$ cat src/rtl/mux_arb.sv
// Packet-level round-robin arbiter for a 2-to-1 router output mux.
// It locks the mux onto one input from HEAD to TAIL, hands over at the tail with no bubble,
// and uses a watchdog to release a packet that stalls.
module mux_arb #(
  parameter int               TYPEW     = 2,
  parameter logic [TYPEW-1:0] TYPE_NONE = 2'b00,
  parameter logic [TYPEW-1:0] TYPE_HEAD = 2'b01,
  parameter logic [TYPEW-1:0] TYPE_TAIL = 2'b10,
  parameter logic [TYPEW-1:0] TYPE_DATA = 2'b11,
  parameter int               TIMEOUT   = 16
) (
  input  logic             clk,
  input  logic             rst_,
  input  logic             ivalid_0,
  input  logic [TYPEW-1:0] itype_0,
  input  logic             ivalid_1,
  input  logic [TYPEW-1:0] itype_1,
  output logic [1:0]       sel,
  output logic             grant_0,
  output logic             grant_1,
  output logic             busy,
  output logic             err,
  output logic             err_port
);

  // State encodings equal the one-hot mux select they drive.
  typedef enum logic [1:0] {
    IDLE  = 2'b00,
    LOCK0 = 2'b01,
    LOCK1 = 2'b10
  } state_t;

  localparam logic [7:0] WD_LAST = 8'(TIMEOUT - 1);

  state_t     state_q, state_d;
  logic       ptr_q, ptr_d;
  logic [7:0] wd_q, wd_d;
  logic       err_d;
  logic       err_port_d;

  logic head_0, tail_0, head_1, tail_1;
  logic req_0, req_1, any_req, winner;
  logic own_port, own_valid, own_tail;

  // DATA and NONE carry no meaning for arbitration; a HEAD on the locked input is just payload.
  always_comb begin
    head_0 = 1'b0;
    tail_0 = 1'b0;
    case (itype_0)
      TYPE_HEAD:            head_0 = 1'b1;
      TYPE_TAIL:            tail_0 = 1'b1;
      TYPE_DATA, TYPE_NONE: head_0 = 1'b0;
      default:              head_0 = 1'b0;
    endcase
  end

  always_comb begin
    head_1 = 1'b0;
    tail_1 = 1'b0;
    case (itype_1)
      TYPE_HEAD:            head_1 = 1'b1;
      TYPE_TAIL:            tail_1 = 1'b1;
      TYPE_DATA, TYPE_NONE: head_1 = 1'b0;
      default:              head_1 = 1'b0;
    endcase
  end

  always_comb begin
    req_0     = ivalid_0 & head_0;
    req_1     = ivalid_1 & head_1;
    any_req   = req_0 | req_1;
    winner    = (req_0 & req_1) ? ptr_q : req_1;
    own_port  = (state_q == LOCK1);
    own_valid = own_port ? ivalid_1 : ivalid_0;
    own_tail  = own_valid & (own_port ? tail_1 : tail_0);
  end

  always_ff @(posedge clk or negedge rst_) begin
    if (!rst_) begin
      state_q  <= IDLE;
      ptr_q    <= 1'b0;
      wd_q     <= 8'd0;
      err      <= 1'b0;
      err_port <= 1'b0;
    end else begin
      state_q  <= state_d;
      ptr_q    <= ptr_d;
      wd_q     <= wd_d;
      err      <= err_d;
      err_port <= err_port_d;
    end
  end

  always_comb begin
    state_d    = state_q;
    ptr_d      = ptr_q;
    wd_d       = wd_q;
    err_d      = 1'b0;
    err_port_d = err_port;
    case (state_q)
      IDLE: begin
        wd_d = 8'd0;
        if (any_req) begin
          state_d = winner ? LOCK1 : LOCK0;
          ptr_d   = ~winner;
        end
      end
      LOCK0, LOCK1: begin
        if (own_valid) begin
          wd_d = 8'd0;
          // Re-arbitrating on the tail edge is what gives back-to-back packets no bubble.
          if (own_tail) begin
            if (any_req) begin
              state_d = winner ? LOCK1 : LOCK0;
              ptr_d   = ~winner;
            end else begin
              state_d = IDLE;
            end
          end
        end else if (wd_q == WD_LAST) begin
          state_d    = IDLE;
          wd_d       = 8'd0;
          err_d      = 1'b1;
          err_port_d = own_port;
          ptr_d      = ~own_port;
        end else begin
          wd_d = wd_q + 8'd1;
        end
      end
      default: begin
        state_d = IDLE;
        wd_d    = 8'd0;
      end
    endcase
  end

  always_comb begin
    sel     = state_q;
    grant_0 = (state_q == LOCK0);
    grant_1 = (state_q == LOCK1);
    busy    = (state_q != IDLE);
  end

endmodule

$ cat config.mk
export PLATFORM = sky130hd
export DESIGN_NAME = mux_arb
export DESIGN_NICKNAME = d
export VERILOG_FILES = /design/src/rtl/mux_arb.sv
export SDC_FILE = /design/constraint.sdc
export NUM_CORES = 1
export LEC_CHECK = 0
export ABC_CLOCK_PERIOD_IN_PS = 2550
export CORE_MARGIN = 5
export CORE_UTILIZATION = 52
export CTS_BUF_LIST = sky130_fd_sc_hd__clkbuf_2
export CTS_CLUSTER_SIZE = 10
export DETAILED_ROUTE_END_ITERATION = 10
export GPL_TIMING_DRIVEN = 0
export PLACE_DENSITY = 0.8
export SLEW_MARGIN = 40
export SYNTH_ARGS = -nofsm -noshare
export SYNTH_HDL_FRONTEND = slang
export SYNTH_SLANG_ARGS = --single-unit
$ cat constraint.sdc
create_clock -name clk -period 2.55 [get_ports clk]
set_clock_uncertainty 0.15 [all_clocks]
set_input_delay 0.51 -clock clk [delete_from_list [all_inputs] [get_ports clk]]
set_output_delay 0.51 -clock clk [all_outputs]
set_load 0.05 [all_outputs]
==> results.sh, run 1 <==
export IMPL_final_core_util_pct=70.0
export IMPL_worstMarginPinSlew_ps=538
export IMPL_finalSetupViolCount=0
export IMPL_synth_adder_area_share_pct=8.29
export IMPL_vdd_drop_max_uv=1200
export IMPL_cap_violations=0
export IMPL_synth_edf_count=0
export IMPL_start_kind="flip-flop"
export IMPL_core_area_sq_mm=0.00133
export IMPL_max_freq_ghz=0.415
export IMPL_hold_slack_ps=315
export IMPL_grt_pass1_wl_mm=2.18
export IMPL_ant_nets=0
export IMPL_final_nets=106
export IMPL_path_class="flip-flop to primary output"
export IMPL_finalWeightedCongestion=0.817
export IMPL_cts_hold_buf=0
export IMPL_synth_compound_area_share_pct=7.30
export IMPL_hold_path_class="flip-flop to flip-flop"
export IMPL_min_period_ps=2410
export IMPL_clock_sinks=13
export IMPL_grt_setup_unrepaired="no"
export IMPL_yosys_top_cells_count="13 x dfrtp_1, 10 x nor2_1, 5 x ha_1, 5 x nand2_1, 4 x a21oi_1"
export IMPL_vias=576
export IMPL_avgSynthCellArea_sq_um=10.2
export IMPL_grt_max_degree=14
export IMPL_n_antenna_cell=0
export IMPL_cts_root_buf="clkbuf_2"
export IMPL_dr_pass1_iters=5
export IMPL_synth_cells=74
export IMPL_cp_required_ps=1890
export IMPL_postCtsSetupBuffers=0
export IMPL_r2r_slack_ps=410
export IMPL_crit_arrival_ps=1750
export IMPL_rows=13
export IMPL_synth_nets=87
export IMPL_dp_cells=103
export IMPL_routed_wl_mm=1.31
export IMPL_path_clk_slew_ps=110
export IMPL_yosys_mux_area_fraction_pct=9.12
export IMPL_synth_largest_area_cell="dfrtp_1"
export IMPL_ys_top_cells_by_area="dfrtp_1 43%, ha_1 8.3%, nor2_1 5.0%"
export IMPL_portBuffers=14
export IMPL_cts_tree="yes"
export IMPL_numCtsBuffers=3
export IMPL_start_util_pct=56.6
export IMPL_synth_simple_area_share_pct=24.2
export IMPL_synth_top_cell_area_share_pct=43.1
export IMPL_status="finished, final reports clean"
export IMPL_stdcell_count=107
export IMPL_post_route_drc_count=0
export IMPL_wl_per_cell_um=12.3
export IMPL_die_y_um=48.1
export IMPL_synth_top_family_by_area="simple AND/OR/NAND/NOR gates"
export IMPL_power_density_mw_per_mm2=970
export IMPL_setup_ws_ps=139
export IMPL_synthDistinctLibCells=31
export IMPL_h_tree_depth=1
export IMPL_synth_main_ff_cell="dfrtp_1"
export IMPL_first_iter_violations=5
export IMPL_io_pins=15
export IMPL_dpl_cell_area_sq_um=916
export IMPL_clk_latency_ps=260
export IMPL_drive_gt1_share_pct=13.0
export IMPL_synth_seq_area_share_pct=43.1
export IMPL_yosys_warnings=0
export IMPL_dp_hpwl_mm=1.05
export IMPL_critical_path_peak_fanout=4
export IMPL_grt_pass1_vias=547
export IMPL_syn_cell_area_sq_um=754
export IMPL_grt_overflow=0
export IMPL_worst_setup_path_end_kind="primary output"
export IMPL_cts_max_path_buffers=2
export IMPL_viasPerCell=5.38
export IMPL_grt_usage_pct=13.7
export IMPL_setup_tns_ps=0
export IMPL_synth_most_common_cell="dfrtp_1"
export IMPL_die_area_sq_mm=0.00231
export IMPL_die_width_um=48.1
export IMPL_synth_seq_cells=13
export IMPL_antenna_found_initial=0
export IMPL_preCtsSetupSlack_ps=256
export IMPL_period_share_pct=94.6
export IMPL_design_area_sq_um=933
export IMPL_async_flop_share_pct=100
export IMPL_finalPower_mw=0.906
export IMPL_finalHoldViolations=0
export IMPL_maxSlewViolCount=0
export IMPL_area_growth_pct=23.7
export IMPL_synth_xor_area_share_pct=5.80
export IMPL_maxSlewHeadroom_pct=64.0
export IMPL_p_leak_nw=0.414
==> placed cells by master (no fill, tap or decap), types with 2 or more instances in the layout <==
cell	Yosys	routed
nor3_1	2	2
dfrtp_1	13	13
nand3_1	3	3
mux2i_1	2	2
a21oi_1	4	4
nand2_1	5	5
mux2_2	2	2
clkdlybuf4s50_1	0	12
ha_1	5	4
inv_1	3	3
nand3b_1	2	2
xnor2_1	3	3
clkbuf_2	0	4
dlygate4sd2_1	0	2
xor2_1	2	2
nor2_1	10	10
==> sequential cells by signal (all words and copies together), names as in the netlist <==
signal,count
err,1
sel,2
ptr_q,1
wd_q,8
err_port,1
==> worst max-delay path, stage by stage (launching register included) <==
cell and delay [ps]:
dfrtp_1 440, inv_1 120, ha_1 150, clkdlybuf4s50_1 790
==> cell type report <==
type                    instances  area (sq um)
fillers                       102           400
inverters                       3          11.3
flip-flops and latches         13           325
plain buffers                   1          5.00
repair buffers                 14           138
clock buffers                   4          20.0
multi-input cells              57           415
well taps                      15          18.8
==> power by group <==
part,internal [mW],total (mW),switching (mW)
logic,0.197,0.527,0.331
clock network,0.0416,0.103,0.0615
registers,0.242,0.275,0.0329
==> worst paths after layout <==
check	startpoint	cells past startpoint	end
max	sel[1]	3	grant_0
min	wd_q[0]	1	wd_q[0]
max reg2reg	sel[0]	6	sel[0]
min reg2reg	wd_q[0]	1	wd_q[0]
max in group asynchronous	rst_	1	wd_q[2]
min in group asynchronous	rst_	1	wd_q[4]
==> metal layers <==
layer / share of wire (%) / GRT usage [%] / wire, um / vias up
met5: 0 / 0 / 0 / -
met4: 1.4 / 9.68 / 19 / 0
met3: 4.6 / 1.48 / 61 / 2
met2: 49 / 24.0 / 639 / 12
met1: 45 / 15.3 / 594 / 264
li1: - / - / - / 298
==> logic make-up after synthesis <==
| kind of cell | count (synthesis) |
|---|---|
| AO/OA/AOI/OAI | 8 |
| XOR/XNOR | 5 |
| adder cells (fa/ha/maj) | 5 |
| buffers and inverters | 4 |
| flip-flops | 13 |
| multiplexers | 6 |
| AND/OR/NAND/NOR | 33 |
==> what timing repair did <==
item / CTS / global route
hold endpoints to repair: 0 / 0
setup endpoints to repair: 2 / 0
resized for setup: 2 / 0
Note: power is estimated with default switching activity, not from simulation.
==> run 2: changes to the inputs <==
REMOVE_ABC_BUFFERS = 1   (was unset)
==> run 2 against run 1 <==
  * Fmax is 0.82% lower
  * Via count increased by 4.3%
  * Final cell count shrank 0.93%
  * Sequential cell count unchanged
  * Wire length grew 9.0%
  * Clock power hardly changed
  * Setup slack worse by 20 ps
  * Critical path depth unchanged
  * Utilization fell by 0.56 points
  * Global-route usage rose by 2.1 points
  * Combinational power hardly changed
  * Non-clock buffer count is 1 lower
==> results.sh, run 2 (synthesis results as in run 1) <==
export IMPL_status="finished, final reports clean"
export IMPL_final_cell_mix="13 x dfrtp_1, 12 x clkdlybuf4s50_1, 10 x nor2_1, 5 x nand2_1, 5 x ha_1"
export IMPL_clk_latency_ps=270
export IMPL_cap_violations=0
export IMPL_critical_path_peak_fanout=4
export IMPL_start_kind="flip-flop"
export IMPL_startpoint="sel[1]"
export IMPL_hold_slack_ps=327
export IMPL_numCtsBuffers=3
export IMPL_finalSetupViolCount=0
export IMPL_routed_wl_mm=1.43
export IMPL_p_clk_share_pct=11.6
export IMPL_dp_cells=102
export IMPL_hp_start="wd_q[0]"
export IMPL_power_frac_comb_pct=58.0
export IMPL_cts_hold_buf=0
export IMPL_grt_pass1_wl_mm=2.49
export IMPL_n_antenna_cell=0
export IMPL_switching_power_mw=0.428
export IMPL_fillCellCount=115
export IMPL_viasPerCell=5.67
export IMPL_vias=601
export IMPL_multi_input_area_sq_um=413
export IMPL_wl_per_cell_um=13.5
export IMPL_crit_arrival_ps=1770
export IMPL_maxSlewHeadroom_pct=61.5
export IMPL_post_route_drc_count=0
export IMPL_die_width_um=48.1
export IMPL_die_y_um=48.1
export IMPL_cp_required_ps=1890
export IMPL_worstMarginPinSlew_ps=576
export IMPL_grt_setup_unrepaired="no"
export IMPL_r2r_start="sel[0]"
export IMPL_worst_setup_path_end_kind="primary output"
export IMPL_seqCellArea_sq_um=325
export IMPL_dpl_cell_area_sq_um=908
export IMPL_grt_pass1_vias=589
export IMPL_p_leak_nw=0.412
export IMPL_clock_sinks=13
export IMPL_ant_nets=0
export IMPL_design_area_sq_um=926
export IMPL_start_util_pct=56.6
export IMPL_largest_reg_flops=8
export IMPL_p_int_mw=0.479
export IMPL_max_freq_ghz=0.411
export IMPL_dp_hpwl_mm=1.15
export IMPL_stdcell_count=106
export IMPL_antenna_found_initial=0
export IMPL_area_growth_pct=22.7
export IMPL_cts_max_path_buffers=2
export IMPL_power_density_mw_per_mm2=979
export IMPL_highest_layer="met4"
export IMPL_regMostFlops="wd_q"
export IMPL_h_tree_depth=1
export IMPL_hold_path_class="flip-flop to flip-flop"
export IMPL_grt_max_degree=14
export IMPL_wirelength_met1_um=613
export IMPL_wl_met2_um=714
export IMPL_vdd_drop_max_uv=655
export IMPL_r2r_slack_ps=310
export IMPL_r2r_cells=6
export IMPL_path_class="flip-flop to primary output"
export IMPL_pwr_share_seq_pct=30.4
export IMPL_finalPower_mw=0.907
export IMPL_finalWeightedCongestion=0.861
export IMPL_grt_overflow=0
export IMPL_portBuffers=14
export IMPL_core_area_sq_mm=0.00133
export IMPL_min_path_cells=1
export IMPL_cts_root_buf="clkbuf_2"
export IMPL_min_period_ps=2430
export IMPL_preCtsSetupSlack_ps=211
export IMPL_grt_usage_pct=15.8
export IMPL_finalHoldViolations=0
export IMPL_cts_tree="yes"
export IMPL_p_sw_share_pct=47.2
export IMPL_final_core_util_pct=69.4
export IMPL_setup_ws_ps=119
export IMPL_setup_tns_ps=0
export IMPL_dr_pass1_iters=4
export IMPL_path_clk_slew_ps=120
export IMPL_postCtsSetupBuffers=0
export IMPL_final_nets=105
export IMPL_first_iter_violations=14
export IMPL_cts_resized=2
export IMPL_period_share_pct=95.3
export IMPL_final_common_cell="dfrtp_1"
export IMPL_rows=13
export IMPL_die_area_sq_mm=0.00231
export IMPL_hold_end="wd_q[0]"
export IMPL_wl_met3_um=66
export IMPL_drive_gt1_share_pct=11.0
export IMPL_reg2reg_to="sel[0]"
export IMPL_maxSlewViolCount=0
export IMPL_io_pins=15
-- run 2: cell count changes in the layout (fill, tap and decap cells not counted), sizes merged --
cell  before  now
buf        1    0
-- run 2: layer usage --
| metal | global-route usage, % | up-vias |
|---|---|---|
| met5 | 0 | - |
| met4 | 9.68 | 0 |
| met3 | 3.32 | 4 |
| met2 | 26.1 | 17 |
| met1 | 18.7 | 282 |
| li1 | - | 298 |
-- run 2: worst max path at each step --
stage / to / slack [ps] / cells past startpoint
floorplan: sel[0] / -90 / 5
global placement: grant_1 / 200 / 3
detailed placement: grant_1 / 210 / 3
CTS: grant_0 / 100 / 3
global route: grant_0 / 40 / 3
finish: grant_0 / 120 / 3
-- run 2: final cells by class --
class | instances | area share (%)
Multi-Input combinational cell | 57 | 44.6
Sequential cell | 13 | 35.1
Timing Repair Buffer | 14 | 14.9
Clock buffer | 4 | 2.16
Tap cell | 15 | 2.03
Inverter | 3 | 1.22
-- run 2: power groups by stage --
| stage | Sequential (mW) | Clock [mW] | Combinational [mW] |
|---|---|---|---|
| 6_report | 0.276 | 0.105 | 0.526 |
| 5_1_grt | 0.280 | 0.121 | 0.573 |
| 4_1_cts | 0.275 | 0.112 | 0.529 |
| 3_5_place_dp | 0.279 | 0 | 0.538 |
| 3_3_place_gp | 0.278 | 0 | 0.531 |
| 2_1_floorplan | 0.325 | 0 | 0.348 |
-- run 2: worst max-delay path, cell delays in order (launching register included) --
cell and delay, ps:
dfrtp_1 440, inv_1 110, ha_1 150, clkdlybuf4s50_1 800
==> run 3: changes to the inputs <==
GPL_TIMING_DRIVEN = unset   (was 0)
==> run 3 against run 2 <==
  * Clock-buffer cell count unchanged
  * Die area stayed put
  * Non-clock buffer count unchanged
  * Combinational power grew 3%
  * Critical path depth is the same
  * Critical path type unchanged
  * Critical endpoint unchanged
==> results.sh, run 3 (synthesis results as in run 1) <==
export IMPL_status="finished, final reports clean"
export IMPL_p_leak_nw=0.408
export IMPL_routed_wl_mm=1.50
export IMPL_reg2reg_to="sel[0]"
export IMPL_dp_hpwl_mm=1.15
export IMPL_dr_pass1_iters=4
export IMPL_grt_setup_unrepaired="no"
export IMPL_area_growth_pct=22.4
export IMPL_final_cell_mix="13 x dfrtp_1, 12 x clkdlybuf4s50_1, 10 x nor2_1, 5 x nand2_1, 5 x ha_1"
export IMPL_cap_violations=0
export IMPL_post_route_drc_count=0
export IMPL_start_kind="flip-flop"
export IMPL_finalSetupViolCount=0
export IMPL_cp_required_ps=1890
export IMPL_critical_path_peak_fanout=4
export IMPL_grtUsageMet2_pct=25.9
export IMPL_use_met1_pct=19.0
export IMPL_cts_hold_buf=0
export IMPL_h_tree_depth=1
export IMPL_hold_slack_ps=315
export IMPL_fillCellCount=110
export IMPL_clk_latency_ps=270
export IMPL_r2r_cells=6
export IMPL_regMostFlops="wd_q"
export IMPL_vdd_drop_max_uv=973
export IMPL_critPathMaxStageDelay_ps=800
export IMPL_drive_gt1_share_pct=13.2
export IMPL_power_density_mw_per_mm2=1000
export IMPL_die_width_um=48.1
export IMPL_clock_sinks=13
export IMPL_start_util_pct=56.6
export IMPL_core_area_sq_mm=0.00133
export IMPL_cts_root_buf="clkbuf_2"
export IMPL_ant_nets=0
export IMPL_r2r_start="sel[0]"
export IMPL_grt_pass1_wl_mm=2.46
export IMPL_largest_reg_flops=8
export IMPL_grt_usage_pct=16.1
export IMPL_portBuffers=14
export IMPL_finalPower_mw=0.927
export IMPL_crit_arrival_ps=1790
export IMPL_numCtsBuffers=3
export IMPL_grt_max_degree=14
export IMPL_path_class="flip-flop to primary output"
export IMPL_hold_path_class="flip-flop to flip-flop"
export IMPL_grt_pass1_vias=596
export IMPL_first_iter_violations=15
export IMPL_path_clk_slew_ps=130
export IMPL_wl_per_cell_um=14.2
export IMPL_min_path_cells=1
export IMPL_postCtsSetupBuffers=0
export IMPL_hp_start="wd_q[0]"
export IMPL_min_period_ps=2450
export IMPL_crit_slowest_cell="clkdlybuf4s50_1"
export IMPL_final_nets=105
export IMPL_maxSlewViolCount=0
export IMPL_io_pins=15
export IMPL_worst_setup_path_end_kind="primary output"
export IMPL_die_y_um=48.1
export IMPL_rows=13
export IMPL_period_share_pct=96.0
export IMPL_grt_use_met3_pct=2.58
export IMPL_viasPerCell=5.94
export IMPL_n_antenna_cell=0
export IMPL_antenna_found_initial=0
export IMPL_hold_end="wd_q[0]"
export IMPL_dp_cells=102
export IMPL_die_area_sq_mm=0.00231
export IMPL_finalWeightedCongestion=0.861
export IMPL_stdcell_count=106
export IMPL_crit_chain="inv_1 -> ha_1 -> clkdlybuf4s50_1"
export IMPL_top_usage_layer="met2"
export IMPL_grt_overflow=0
export IMPL_cts_tree="yes"
export IMPL_cts_max_path_buffers=2
export IMPL_max_freq_ghz=0.409
export IMPL_finalHoldViolations=0
export IMPL_worstMarginPinSlew_ps=562
export IMPL_vias=630
export IMPL_r2r_slack_ps=270
export IMPL_maxSlewHeadroom_pct=62.4
export IMPL_final_common_cell="dfrtp_1"
export IMPL_final_core_util_pct=69.2
export IMPL_cts_resized=0
run 3: cell count changes in the layout (fill, tap and decap cells not counted), sizes merged:
cell	delta
dlygate4sd2	-2
buf	+2
run 3: how the worst max path moves through the flow:
stage | start | to | slack (ps) | depth (start not counted)
after floorplan | sel[1] | sel[0] | -90 | 5
after global placement | itype_0[1] | ptr_q | 320 | 5
after detailed placement | ivalid_1 | sel[0] | 240 | 5
after CTS | sel[1] | grant_0 | 90 | 3
after global routing | sel[1] | grant_0 | 20 | 3
final | sel[1] | grant_0 | 100 | 3
run 3: cell type report:
class / instances / area [sq um] / share of cell area [%]
Inverter: 3 / 11.3 / 1.22
Clock buffer: 4 / 20.0 / 2.17
Multi-Input combinational cell: 57 / 413 / 44.7
Tap cell: 15 / 18.8 / 2.03
Sequential cell: 13 / 325 / 35.2
Timing Repair Buffer: 14 / 135 / 14.6
run 3: metal layers:
layer,share of wire (%),vias to the layer above,wire length [um]
li1,-,298,-
met4,3.9,0,58
met1,43,296,642
met2,47,29,704
met5,0,-,0
met3,6.4,7,96
run 3: critical path: cells and delay by family, from the launching register on:
family	cells	cell delay, ps
buffers and inverters	2	930
DFF	1	440
adders and majority gates	1	160
run 3: per-stage QoR:
step,instance area (sq um),setup slack [ps],TNS [ps]
floorplan,749,-88.5,-118
global placement,903,319,0
detailed placement,903,237,0
CTS,923,86.3,0
global route,923,17.2,0
finish,923,103,0
run 3: report_power, final:
part | internal (mW) | switching [mW]
Sequential | 0.242 | 0.0332
Combinational | 0.199 | 0.344
Clock | 0.0416 | 0.0668
==> edit, RTL diff (settings of run 3) <==
Make the reset (`rst_`) synchronous in one clocked block.
--- a/src/rtl/mux_arb.sv
+++ b/src/rtl/mux_arb.sv
@@ -75,7 +75,7 @@
     own_tail  = own_valid & (own_port ? tail_1 : tail_0);
   end
 
-  always_ff @(posedge clk or negedge rst_) begin
+  always_ff @(posedge clk) begin
     if (!rst_) begin
       state_q  <= IDLE;
       ptr_q    <= 1'b0;
Formal check against the unedited RTL: differs if rst_ is asserted again (counterexample within 4 cycles, from zero or initial values and one cycle with rst_ low); with rst_ held inactive, the same outputs for 10 cycles.
==> edit against run 3 <==
Hold slack gained 0.0044 ns; setup slack gained 0.091 ns; sequential cell count is the same; sequential share of layout area shrank 7.1 points; area after synthesis shrank 0.50%; final area grew 0.14%; routed wire length grew 7.8%; critical path type unchanged.
Power is not compared: it rests on default switching activity, and its combinational part moved more than twofold at a synthesized area within 25%.
==> edit: results (changes against run 3) <==
[outcome]
outcome = finished, final reports clean  ; unchanged

[worst_hold_path]
hold_path_startpoint = wd_q[0]  ; unchanged
hold_path_class = reg2reg  ; unchanged

[routing]
initialDrtViolationCount = 6  ; was 15
wl_um = 1620  ; was 1500 um
vias = 656  ; was 630

[global_route]
antenna_found_initial = 0  ; unchanged
grt_pass1_wl_um = 2620  ; was 2460 um
grt_pass1_vias = 623  ; was 596
track_usage_pct = 17.4  ; was 16.1%
grt_max_degree = 8  ; was 14

[yosys]
netlist_instances = 81  ; was 74
yosysSeqAreaShare_pct = 34.7  ; was 43.1%
synth_cell_types = 32  ; was 31
synth_async_sr_flop_share_pct = 0  ; was 100%
yosys-top-cells-area = dfxtp_1, ha_1, nor2_1  ; was dfrtp_1, ha_1, nor2_1
ys_top_cells_by_count = dfxtp_1, nor2_1, inv_1, ha_1, nand3_1  ; was dfrtp_1, nor2_1, ha_1, nand2_1, a21oi_1
synth_flop_cell = dfxtp_1  ; was dfrtp_1
ys_warn_count = 0  ; unchanged

[clocking]
clk_pin_slew_ns = 0.14
htreeDepth = 1  ; unchanged
root_buffer = clkbuf_2  ; unchanged
post-cts-setup-buffer-count = 0  ; unchanged
cts_buffer_depth = 2  ; unchanged
clock_latency_ns = 0.30  ; was 0.27 ns

[final_layout]
drive_above_1_share_pct = 13.1  ; was 13.2%
top_register = wd_q  ; unchanged
post_layout_nonfiller_instances = 114  ; was 106
antenna_cells = 0  ; unchanged

[sta]
slew_headroom_pct = 65.0  ; was 62.4%

[setup_path]
arrival_ns = 1.70  ; was 1.79 ns
crit_start = sel[1]  ; unchanged
worstPathMaxFanout = 5  ; was 4
cp_slowest_cell = clkdlybuf4s50_1  ; unchanged
r2r_start = sel[0]  ; unchanged
cpPeakStageDelay_ns = 0.79

[placement]
dpl_cell_area_um2 = 905  ; was 903 um^2
dp.cells = 110  ; was 102
gp_congestion = 0.831  ; was 0.861
dpl.hpwl_um = 1270  ; was 1150 um
post-place-ws_ns = 0.214  ; was 0.237 ns

[power]
netSwitchingFraction_pct = 28.5
power_leakage_uw = 0.000339
vdd.ir_drop.worst_uv = 359

edit: cell count changes in the layout (fill, tap and decap cells not counted), moves of 2 or more:
cell,before,now
dfrtp_1,13,0
dfxtp_1,0,13
a21oi_1,4,1
inv_1,3,6
mux2_2,2,0
nand3_1,3,5
nor2_1,10,12
edit: path summary, 6_finish.rpt:
| path | to | slack [ns] | cells after the start |
|---|---|---|---|
| worst min register to register | wd_q[0] | 0.32 | 1 |
| worst max register to register | ptr_q | 0.33 | 6 |
| worst max-delay path | grant_0 | 0.19 | 3 |
| worst min-delay path | wd_q[0] | 0.32 | 1 |
edit: per-layer routing:
metal / up-vias / part of all wire, % / track usage, %
li1: 336 / - / -
met2: 19 / 51 / 28.5
met4: 0 / 3.8 / 14.0
met1: 293 / 41 / 17.3
met3: 8 / 4.3 / 6.77
met5: - / 0 / 0
edit: area by class of cell:
cell class / instances / area (um^2)
multi-input cells: 62 / 468
fillers: 115 / 409
flip-flops and latches: 13 / 260
repair buffers: 14 / 135
inverters: 6 / 22.5
clock buffers: 4 / 20.0
well taps: 15 / 18.8
edit: cells by family after synthesis:
| family | Yosys count | synth area share, % |
|---|---|---|
| xor+xnor | 6 | 7.00 |
| flops | 13 | 34.7 |
| compound gates | 9 | 10.3 |
| fa+ha+maj | 5 | 8.33 |
| buf+inv | 6 | 3.00 |
| simple gates | 38 | 30.7 |
| mux | 4 | 6.00 |
edit: power by group through the flow:
stage          combinational, uW  clock [uW]  sequential [uW]
5_1_grt                     67.4         130              211
3_5_place_dp                62.2           0              215
4_1_cts                     62.4         121              210
3_3_place_gp                61.0           0              214
2_1_floorplan               36.7           0              216
6_report                    62.9         116              210
edit: worst max-delay path: cells and delay by family, from the launching register on:
kind,cells,cell delay (ns)
fa+ha+maj,1,0.14
buf+inv,2,0.88
flops,1,0.38
